**src/rtl/conv_out_mem_write.sv**
```systemverilog
// ---------------------------------------------------------------------------
// conv_out_mem_write
//
// Write-side address generator and data stager for one 24x24 conv1 output
// feature map (576 pixels). The map is split into four horizontal quarters,
// one per result lane. Each lane covers 6 rows x 24 pixels = 144 pixels,
// starting at base offsets 0, 144, 288 and 432. Every accepted valid strobe
// produces one write per lane in a single memory cycle.
//
// Registers update on the falling edge of clk. The output memory samples
// we/addr/wdata on the rising edge, so a result sampled at one falling edge
// is written half a cycle later.
//
// Parameters:
//   DATA_W   signed result width per lane
//   RELU     1 = negative results are written as 0, 0 = pass through
//
// Ports:
//   clk            system clock (state changes on the falling edge)
//   reset          asynchronous, active-high reset
//   enable         block may accept results while high
//   valid          data0..data3 hold one new result each
//   data0..data3   signed results for lanes 0..3
//   we             write enable to the output memory
//   addr0..addr3   10-bit write addresses for lanes 0..3
//   wdata0..wdata3 write data for lanes 0..3
//   done           all 576 pixels written; sticky until reset
//   overflow       sticky; a valid arrived after the map was complete
// ---------------------------------------------------------------------------
module conv_out_mem_write #(
  parameter int DATA_W = 16,
  parameter bit RELU   = 1'b1
) (
  input  logic                     clk,
  input  logic                     reset,
  input  logic                     enable,
  input  logic                     valid,
  input  logic signed [DATA_W-1:0] data0,
  input  logic signed [DATA_W-1:0] data1,
  input  logic signed [DATA_W-1:0] data2,
  input  logic signed [DATA_W-1:0] data3,
  output logic                     we,
  output logic [9:0]               addr0,
  output logic [9:0]               addr1,
  output logic [9:0]               addr2,
  output logic [9:0]               addr3,
  output logic signed [DATA_W-1:0] wdata0,
  output logic signed [DATA_W-1:0] wdata1,
  output logic signed [DATA_W-1:0] wdata2,
  output logic signed [DATA_W-1:0] wdata3,
  output logic                     done,
  output logic                     overflow
);

  localparam int         LANES           = 4;
  localparam logic [7:0] PIXELS_PER_LANE = 8'd144;

  // First address of each lane's quarter of the map.
  localparam logic [9:0] LANE_BASE [LANES] = '{10'd0, 10'd144, 10'd288, 10'd432};

  typedef enum logic [0:0] {
    ST_RUN  = 1'b0,
    ST_DONE = 1'b1
  } state_t;

  state_t                     state_q, state_d;
  logic [7:0]                 pixelCount_q, pixelCount_d;
  logic                       we_q, we_d;
  logic [9:0]                 addr_q  [LANES];
  logic [9:0]                 addr_d  [LANES];
  logic signed [DATA_W-1:0]   wdata_q [LANES];
  logic signed [DATA_W-1:0]   wdata_d [LANES];
  logic                       done_q, done_d;
  logic                       overflow_q, overflow_d;

  logic signed [DATA_W-1:0]   dataLane [LANES];
  logic                       accept;

  // Gather the four lane inputs into an array so the per-lane logic can be
  // written once as a loop.
  assign dataLane[0] = data0;
  assign dataLane[1] = data1;
  assign dataLane[2] = data2;
  assign dataLane[3] = data3;

  // Optional ReLU: only the sign bit matters, so negative results collapse to
  // zero and everything else is forwarded untouched.
  function automatic logic signed [DATA_W-1:0] applyRelu(input logic signed [DATA_W-1:0] x);
    if (RELU && x[DATA_W-1]) begin
      return '0;
    end
    return x;
  endfunction

  // A result is taken only while running with room left in the lane. Once the
  // counter reaches 144 the final write may still be on the bus, so further
  // valids are simply dropped without flagging overflow.
  assign accept = (state_q == ST_RUN) && enable && valid && (pixelCount_q < PIXELS_PER_LANE);

  // Next-state logic. Write enable defaults low so it is a single-cycle pulse
  // per accepted result; addresses and data hold between writes. The move to
  // DONE waits until the last write has left the bus (we_q low), which puts
  // done two cycles after the final accept.
  always_comb begin
    state_d      = state_q;
    pixelCount_d = pixelCount_q;
    we_d         = 1'b0;
    done_d       = done_q;
    overflow_d   = overflow_q;
    for (int k = 0; k < LANES; k++) begin
      addr_d[k]  = addr_q[k];
      wdata_d[k] = wdata_q[k];
    end

    case (state_q)
      ST_RUN: begin
        if (accept) begin
          we_d         = 1'b1;
          pixelCount_d = pixelCount_q + 8'd1;
          for (int k = 0; k < LANES; k++) begin
            addr_d[k]  = LANE_BASE[k] + {2'b00, pixelCount_q};
            wdata_d[k] = applyRelu(dataLane[k]);
          end
        end else if ((pixelCount_q == PIXELS_PER_LANE) && !we_q) begin
          state_d = ST_DONE;
          done_d  = 1'b1;
        end
      end
      ST_DONE: begin
        if (valid) begin
          overflow_d = 1'b1;
        end
      end
      default: begin
        state_d = ST_RUN;
      end
    endcase
  end

  // State register, clocked on the falling edge so the memory sees stable
  // write signals at its rising-edge sample point. Reset restores the lane
  // base addresses rather than zero so the address bus is meaningful
  // immediately after reset.
  always_ff @(negedge clk or posedge reset) begin
    if (reset) begin
      state_q      <= ST_RUN;
      pixelCount_q <= '0;
      we_q         <= 1'b0;
      done_q       <= 1'b0;
      overflow_q   <= 1'b0;
      for (int k = 0; k < LANES; k++) begin
        addr_q[k]  <= LANE_BASE[k];
        wdata_q[k] <= '0;
      end
    end else begin
      state_q      <= state_d;
      pixelCount_q <= pixelCount_d;
      we_q         <= we_d;
      done_q       <= done_d;
      overflow_q   <= overflow_d;
      for (int k = 0; k < LANES; k++) begin
        addr_q[k]  <= addr_d[k];
        wdata_q[k] <= wdata_d[k];
      end
    end
  end

  // Everything visible on the ports comes straight from registers.
  assign we       = we_q;
  assign done     = done_q;
  assign overflow = overflow_q;
  assign addr0    = addr_q[0];
  assign addr1    = addr_q[1];
  assign addr2    = addr_q[2];
  assign addr3    = addr_q[3];
  assign wdata0   = wdata_q[0];
  assign wdata1   = wdata_q[1];
  assign wdata2   = wdata_q[2];
  assign wdata3   = wdata_q[3];

endmodule
```
**config.mk**
```make
export PLATFORM = sky130hd
export DESIGN_NAME = conv_out_mem_write
export DESIGN_NICKNAME = d
export VERILOG_FILES = /design/src/rtl/conv_out_mem_write.sv
export SDC_FILE = /design/constraint.sdc
export NUM_CORES = 1
export LEC_CHECK = 0
export BUFFER_PORTS_ARGS = -buffer_cell sky130_fd_sc_hd__buf_2
export CAP_MARGIN = 10
export CORE_MARGIN = 10
export CORE_UTILIZATION = 54
export DETAILED_ROUTE_END_ITERATION = 12
export PLACE_DENSITY = 0.95
export REMOVE_ABC_BUFFERS = 1
export SKIP_CTS_REPAIR_TIMING = 1
export SYNTH_ARGS = -nofsm -noshare
export SYNTH_HDL_FRONTEND = slang
export SYNTH_SLANG_ARGS = --single-unit
```
**constraint.sdc**
```tcl
create_clock -name clk -period 6.7 [get_ports clk]
set_input_delay 0 -clock clk [delete_from_list [all_inputs] [get_ports clk]]
set_output_delay 0 -clock clk [all_outputs]
set_load 0.02 [all_outputs]
```
==> impl_metrics.toml, run 1 <==
[timing]
holdWs_ns = 0.398
setup_tns_ns = 0
setup_viol = 0
grt_setup_unrepaired = "no"
drv_slew = 0
relSlewSlack_pct = 40.0
clock-skew-final_ns = 0.0657
hold_violations = 0
max_slew.worst_pin.slew_ns = 0.900

[yosys]
yosys_warnings = 0
synth_seq_cells = 95
synth_mux_area_share_pct = 23.7
synthAdderAreaFrac_pct = 2.36
synthDistinctLibCells = 35
yosysTopAreaCell = "dfrtn_1"
synth_area_leaders = "dfrtn_1 (46%), mux2_4 (22%), nor2b_1 (8.1%)"
synth_edf_count = 0
synth_top_area_share_pct = 46.1
synth_xor_xnor_area_share_pct = 1.83
synth_seq_area_share_pct = 49.9
syn_area_mm2 = 0.00478
synth_area_per_cell_um2 = 14.0
dominantRegCellSynth = "dfrtn_1"
synth-compound-area-share_pct = 2.70
async_flop_share_pct = 100
synth_top_family_by_area = "multiplexers"
synthSimpleGateAreaFrac_pct = 10.3
synthCells = 342

[layout]
postLayoutCoreUtil_pct = 65.0
design_area_mm2 = 0.00564
final_common_cell = "buf_2"
syn_to_final_growth_pct = 18.0
nets = 572
final_cells = 608
diodes = 0
final_cell_mix = "buf_2 (167), dfrtn_1 (88), mux2_4 (69), nor2b_1 (62), inv_1 (18)"
drive_gt1_share_pct = 54.0

[setup_path]
cp-start-kind = "primary input"
critPathMaxStageDelay_ns = 0.73
crit_buf_inv = 2
crit_type = "primary input to register"
critPathArrivalTime_ns = 1.99
path_max_fanout = 70
crit_path_end_kind = "register"
slowest_stage = "a21o_1"
r2r_slack_ns = 3.90
crit_family = "compound AO/OA/AOI/OAI gates"
crit_chain = "buf_2, nand3b_1, a21o_1, inv_12, mux2_4"
cp_data_required_time_ns = 3.53

[place]
place_area_mm2 = 0.00541
place.gp.congestion = 0.762
portBuffers = 167
dp.cells = 585
hpwlAfterDp_um = 7870

[flow_run]
drv_cap = 0

[die]
die_x_um = 114
die-area_mm2 = 0.0130
start_util_pct = 55.1
die_h_um = 114
num_rows = 34
core_area_mm2 = 0.00868
ios = 175

[global_routing]
grt_pass1_vias = 3353
globalRouteTotalUtil_pct = 15.8
antenna_found_initial = 0
overflow = 0
grt_pass1_wl_um = 16800
grt_max_degree = 96

[cts]
clock_latency_ns = 0.40
cts_tree = "done"
htreeDepth = 3
cts-root-buf = "clkbuf_8"
clockBufferDepth = 2
cts.clk_slew.worst_paths_ns = 0.07
cts_made_buffers = 9
cts_sinks = 95

[hold_path]
worst_hold_path_type = "register to register"

[routing]
avgRoutedWirePerCell_um = 17.3
drt-vias-per-instance = 4.92
wirelength_um = 10500
antenna_left = 0
drc = 0
drt_iter0_markers = 88
first_pass_iters = 4
dr_total_vias = 2989

[power_and_ir_drop]
powerDensity_mw_per_mm2 = 429
ir_worst_vdd_mv = 0.187
power_leakage_nw = 2.96

[outcome]
outcome = "complete, no violations"
[sequential cells by signal, indices dropped and copies added (netlist names)]
name and cells:
addr0 3, addr1 4, addr2 10, addr3 6, done 1, overflow 1, pixelCount_q 8, state_q 1
wdata0 15, wdata1 15, wdata2 15, wdata3 15, we 1
[logic make-up (layout without fill, tap and decap cells)]
logic type                 count (synthesis)  after routing
DFF                                       95             95
buffers and inverters                     53            205
xor gates and xnor gates                  10             10
and+or+nand+nor                           80             80
adders and majority gates                  9              9
muxes                                     78             78
AOI/OAI and AO/OA                         16             16
other                                      1              7
[area by class of cell]
cell class / count / area [um2]
clock buffers: 10 / 138
clock inverters: 13 / 67.6
fillers: 659 / 3040
inverters: 14 / 67.6
multi-input cells: 200 / 1980
flip-flops and latches: 95 / 2390
well taps: 108 / 135
repair buffers: 168 / 863
[per-layer routing]
layer	track usage [%]	routed length, um	vias up	share of wire [%]
li1	-	-	1411	-
met1	17.9	4200	1456	40
met2	27.1	5300	106	51
met3	5.66	834	16	7.9
met4	5.26	154	0	1.5
met5	0	0	-	0
[path summary, 6_finish.rpt]
check / cells past startpoint / end / from
worst max register to register: 6 / wdata0[2] / pixelCount_q[4]
worst min register to register: 1 / overflow / overflow
max in group asynchronous: 3 / addr3[8] / reset
worst min-delay path: 1 / overflow / overflow
worst max-delay path: 5 / wdata0[2] / valid
min in group asynchronous: 2 / wdata1[5] / reset
[Yosys cell counts (2+ instances only)]
| cell type | n |
|---|---|
| ha_1 | 9 |
| xnor2_1 | 6 |
| nand2_1 | 3 |
| buf_12 | 7 |
| nand3_1 | 2 |
| nand2b_1 | 2 |
| a21o_1 | 2 |
| dfstp_2 | 7 |
| clkbuf_1 | 6 |
| a211oi_1 | 3 |
| buf_6 | 4 |
| mux2_2 | 7 |
| a21oi_1 | 2 |
| mux2i_1 | 2 |
| nor4_1 | 2 |
| a2111oi_0 | 4 |
| mux2_4 | 69 |
| nor2b_1 | 62 |
| dfrtn_1 | 88 |
| a22o_1 | 2 |
| inv_1 | 13 |
| nor2_1 | 3 |
| xor2_1 | 4 |
| a41o_1 | 2 |
| buf_4 | 21 |
[through the flow]
step                      setup slack [ns]  power [mW]
after floorplan                       1.01        1.68
after global routing                  1.46        2.56
after detailed placement              1.21        2.08
after global placement                1.32        2.04
after CTS                             1.58        2.45
final                                 1.54        2.42
[worst register-to-register path, cell delays in order, from the launching register on]
cell      delay, ns
dfrtn_1        0.54
inv_1          0.15
ha_1           0.26
nand2b_4       0.13
a21o_1         0.72
inv_12         0.35
mux2_4         0.51
[where the power goes]
| part | switching (mW) | internal, mW |
|---|---|---|
| Combinational | 0.579 | 0.477 |
| Clock | 0.214 | 0.153 |
| Sequential | 0.160 | 0.837 |
No activity file was read; power rests on OpenSTA's default activity.
==> run 2: changes to the inputs <==
--- a/config.mk
+++ b/config.mk
@@ -8,9 +8,9 @@
 export BUFFER_PORTS_ARGS = -buffer_cell sky130_fd_sc_hd__buf_2
 export CAP_MARGIN = 10
 export CORE_MARGIN = 10
-export CORE_UTILIZATION = 54
+export CORE_UTILIZATION = 50
 export DETAILED_ROUTE_END_ITERATION = 12
-export PLACE_DENSITY = 0.95
+export PLACE_DENSITY = 0.91
 export REMOVE_ABC_BUFFERS = 1
 export SKIP_CTS_REPAIR_TIMING = 1
 export SYNTH_ARGS = -nofsm -noshare
==> constraint.sdc (replaced) <==
create_clock -name clk -period 4.85 [get_ports clk]
set_input_delay 0 -clock clk [delete_from_list [all_inputs] [get_ports clk]]
set_output_delay 0 -clock clk [all_outputs]
set_load 0.02 [all_outputs]
==> impl_metrics.toml, run 2 (same netlist as run 1, synthesis figures left out) <==
[timing]
setup_tns_ns = 0
drv_slew = 0
max_slew.worst_pin.slew_ns = 0.673
hold_violations = 0
clock-skew-final_ns = 0.0574
relSlewSlack_pct = 55.1
setup_viol = 0
grt_setup_unrepaired = "no"
holdWs_ns = 0.424

[place]
portBuffers = 167
place_area_mm2 = 0.00546
hpwlAfterDp_um = 8000
place.gp.congestion = 0.807
dp.cells = 609

[die]
die_h_um = 118
ios = 175
core_area_mm2 = 0.00928
start_util_pct = 51.5
num_rows = 35
die-area_mm2 = 0.0139
die_x_um = 118

[setup_path]
path_max_fanout = 70
worstRegToRegCells = 6
timing.rr.start = "pixelCount_q[4]"
crit_path_end_kind = "register"
cp_data_required_time_ns = 2.60
r2r_slack_ns = 2.67
cp-start-kind = "primary input"
critPathArrivalTime_ns = 1.48
crit_type = "primary input to register"
r2r_end = "addr2[3]"

[global_routing]
grt_max_degree = 71
overflow = 0
grt_pass1_vias = 3398
antenna_found_initial = 0
globalRouteTotalUtil_pct = 14.7
grt_pass1_wl_um = 17200

[routing]
drt_iter0_markers = 100
drc = 0
avgRoutedWirePerCell_um = 16.7
drt-vias-per-instance = 4.75
first_pass_iters = 6
antenna_left = 0
dr_total_vias = 2995
wirelength_um = 10500

[power_and_ir_drop]
power_leakage_nw = 2.99
powerDensity_mw_per_mm2 = 600
netSwitchingPower_mw = 1.30
internal_power_mw = 2.13
ir_worst_vdd_mv = 0.236
p_seq_share_pct = 40.3
power_frac_comb_pct = 42.4
clock_power_share_pct = 17.3
swShare_pct = 37.9

[outcome]
outcome = "complete, no violations"

[layout]
final_common_cell = "buf_2"
final_cells = 631
design_area_mm2 = 0.00571
diodes = 0
final_cell_mix = "buf_2 (167), dfrtn_1 (88), mux2_4 (69), nor2b_1 (62), inv_1 (18)"
syn_to_final_growth_pct = 19.5
drive_gt1_share_pct = 53.8
nets = 574

[cts]
cts_made_buffers = 9
clockBufferDepth = 2
cts_tree = "done"
htreeDepth = 3
cts_sinks = 95
clock_latency_ns = 0.38
cts-root-buf = "clkbuf_8"
cts.clk_slew.worst_paths_ns = 0.06

[hold_path]
min-delay-start = "overflow"
min_to = "overflow"
worst_hold_path_type = "register to register"
holdPathStages = 1

[flow_run]
drv_cap = 0
==> run 2: changes by cell type in the layout (fill, tap and decap cells not counted), moves of 2 or more <==
cell | previous run | this run
clkinv_2 | 3 | 1
inv_6 | 3 | 0
clkbuf_16 | 0 | 3
buf_4 | 0 | 3
clkbuf_1 | 0 | 2
==> run 2: cell type report <==
cell class | count | area [um2]
Tap cell | 129 | 161
Multi-Input combinational cell | 200 | 1980
Clock inverter | 9 | 48.8
Fill cell | 775 | 3570
Inverter | 14 | 67.6
Timing Repair Buffer | 170 | 858
Clock buffer | 14 | 206
Sequential cell | 95 | 2390
==> run 2: worst max path at each step <==
stage                 from    endpoint  slack (ns)  cells past startpoint
floorplan            reset    addr0[5]        0.09                      1
global placement    enable  wdata1[10]        0.83                      5
detailed placement  enable   wdata3[2]        0.79                      5
CTS                 enable   wdata3[2]        1.14                      5
global route         valid   wdata3[2]        1.05                      5
finish              enable   wdata3[2]        1.12                      5
==> run 2: metrics by stage <==
step	setup slack (ns)	utilization, %	power (mW)
after floorplan	0.0877	-	2.33
after global placement	0.830	58.8	2.82
after detailed placement	0.786	58.8	2.88
after CTS	1.14	61.5	3.47
after global routing	1.05	61.5	3.61
final	1.12	61.5	3.43
==> run 2: worst max-delay path, stage by stage <==
cell	delay, ns
buf_2	0.09
nand3b_1	0.26
a21o_1	0.35
inv_12	0.39
mux2_4	0.35
==> run 2: metal layers <==
layer / GRT usage (%) / routed length (um) / share of wire [%]
met5: 0 / 0 / 0
met1: 16.9 / 4470 / 42
met2: 25.6 / 5210 / 50
met3: 4.46 / 698 / 6.6
met4: 4.64 / 140 / 1.3
==> run 2: power by group through the flow <==
stage                     sequential, mW  clock (mW)  combinational [mW]
after detailed placement            1.38      0.0102                1.48
after CTS                           1.38       0.605                1.48
final                               1.38       0.591                1.45
after floorplan                     1.80      0.0102               0.512
after global routing                1.43       0.641                1.54
after global placement              1.37      0.0102                1.44
==> run 3: changes to the inputs <==
==> constraint.sdc (replaced) <==
create_clock -name clk -period 3.75 [get_ports clk]
set_input_delay 0 -clock clk [delete_from_list [all_inputs] [get_ports clk]]
set_output_delay 0 -clock clk [all_outputs]
set_load 0.02 [all_outputs]
==> impl_metrics.toml, run 3 (same netlist as run 1, synthesis figures left out) <==
[die]
num_rows = 35
core_area_mm2 = 0.00928
ios = 175
start_util_pct = 51.5
die_h_um = 118
die-area_mm2 = 0.0139
die_x_um = 118

[global_routing]
grt_pass1_vias = 3246
grt_max_degree = 71
globalRouteTotalUtil_pct = 14.8
antenna_found_initial = 0
overflow = 0
grt_pass1_wl_um = 17200

[timing]
setup_tns_ns = 0
relSlewSlack_pct = 55.6
max_slew.worst_pin.slew_ns = 0.650
grt_setup_unrepaired = "no"
drv_slew = 0
hold_violations = 0
setup_viol = 0
clock-skew-final_ns = 0.0644

[power_and_ir_drop]
swShare_pct = 38.5
powerDensity_mw_per_mm2 = 770
netSwitchingPower_mw = 1.69
p_seq_share_pct = 40.7
power_leakage_nw = 2.98
clock_power_share_pct = 16.5
power_mw = 4.39
ir_worst_vdd_mv = 0.321
power_frac_comb_pct = 42.8
internal_power_mw = 2.70

[flow_run]
drv_cap = 0

[setup_path]
crit_family = "buffers and inverters"
r2r_slack_ns = 1.54
cp_data_required_time_ns = 2.06
path_max_fanout = 70
slowest_stage = "inv_12"
crit_chain = "buf_2, nand3b_1, a21o_1, inv_12, mux2_4"
crit_path_end_kind = "register"
crit_buf_inv = 2
critPathMaxStageDelay_ns = 0.35
cp-start-kind = "primary input"
crit_type = "primary input to register"
critPathArrivalTime_ns = 1.29

[routing]
drt_iter0_markers = 110
drt-vias-per-instance = 4.78
wirelength_um = 10500
antenna_left = 0
avgRoutedWirePerCell_um = 16.7
drc = 0
first_pass_iters = 4
dr_total_vias = 3020

[hold_path]
worst_hold_path_type = "register to register"

[layout]
drive_gt1_share_pct = 53.9
nets = 575
final_common_cell = "buf_2"
multiInputGateArea_mm2 = 0.00198
final_cells = 632
diodes = 0
final_cell_mix = "buf_2 (167), dfrtn_1 (88), mux2_4 (69), nor2b_1 (62), inv_1 (18)"
seq_area_mm2 = 0.00239
syn_to_final_growth_pct = 19.3
fill_cells = 749

[cts]
cts_made_buffers = 9
clockBufferDepth = 2
clock_latency_ns = 0.39
cts_sinks = 95
cts-root-buf = "clkbuf_8"
htreeDepth = 3
cts.clk_slew.worst_paths_ns = 0.06
cts_tree = "done"

[place]
hpwlAfterDp_um = 7960
place.gp.congestion = 0.769
dp.cells = 610
portBuffers = 167

[outcome]
outcome = "complete, no violations"
==> run 3: cell count changes in the layout (fill, tap and decap cells not counted), sizes merged <==
cell    change
buf         +1
clkinv      +1
bufinv      -1
==> run 3: cell type report <==
| cell class | count | share of cell area (%) |
|---|---|---|
| Inverter | 14 | 1.18 |
| Timing Repair Buffer | 171 | 15.2 |
| Clock buffer | 14 | 3.42 |
| Multi-Input combinational cell | 200 | 34.8 |
| Tap cell | 129 | 2.83 |
| Sequential cell | 95 | 41.8 |
| Clock inverter | 9 | 0.768 |
==> run 3: power groups by stage <==
stage | registers, mW | logic [mW] | clock network, mW
final | 1.79 | 1.88 | 0.723
after global routing | 1.85 | 1.99 | 0.800
after CTS | 1.80 | 1.91 | 0.748
after detailed placement | 1.79 | 1.91 | 0.0132
after global placement | 1.78 | 1.87 | 0.0132
after floorplan | 2.33 | 0.663 | 0.0132
==> run 3: worst register-to-register path, delay by kind of cell, from the launching register on <==
kind | cells | cell delay, ns
AO/OA/AOI/OAI | 1 | 0.30
adder cells (fa/ha/maj) | 1 | 0.26
buffers and inverters | 2 | 0.47
flip-flops | 1 | 0.52
multiplexers | 1 | 0.37
AND/OR/NAND/NOR | 1 | 0.14
==> run 3: layer usage <==
metal | GRT usage [%] | vias to the layer above | wire length [um]
li1 | - | 1427 | -
met1 | 17.7 | 1469 | 4420
met2 | 25.1 | 114 | 5330
met3 | 4.12 | 10 | 669
met4 | 4.71 | 0 | 119
met5 | 0 | - | 0
==> run 3: through the flow <==
stage	instance area, um2	setup slack (ns)	utilization (%)	hold slack [ns]
after global placement	5470	0.532	58.9	0.401
after CTS	5700	0.766	61.4	0.408
final	5700	0.772	61.4	0.403
after detailed placement	5470	0.465	58.9	0.407
after floorplan	4440	-0.462	-	0.433
after global routing	5700	0.743	61.4	0.432
==> run 3: worst paths after layout <==
kind	from	to	cells after the start
setup / recovery	valid	wdata0[1]	5
hold / removal	overflow	overflow	1
setup reg to reg	pixelCount_q[4]	addr2[3]	6
hold reg to reg	overflow	overflow	1
max in group asynchronous	reset	wdata1[1]	3
min in group asynchronous	reset	wdata3[11]	2
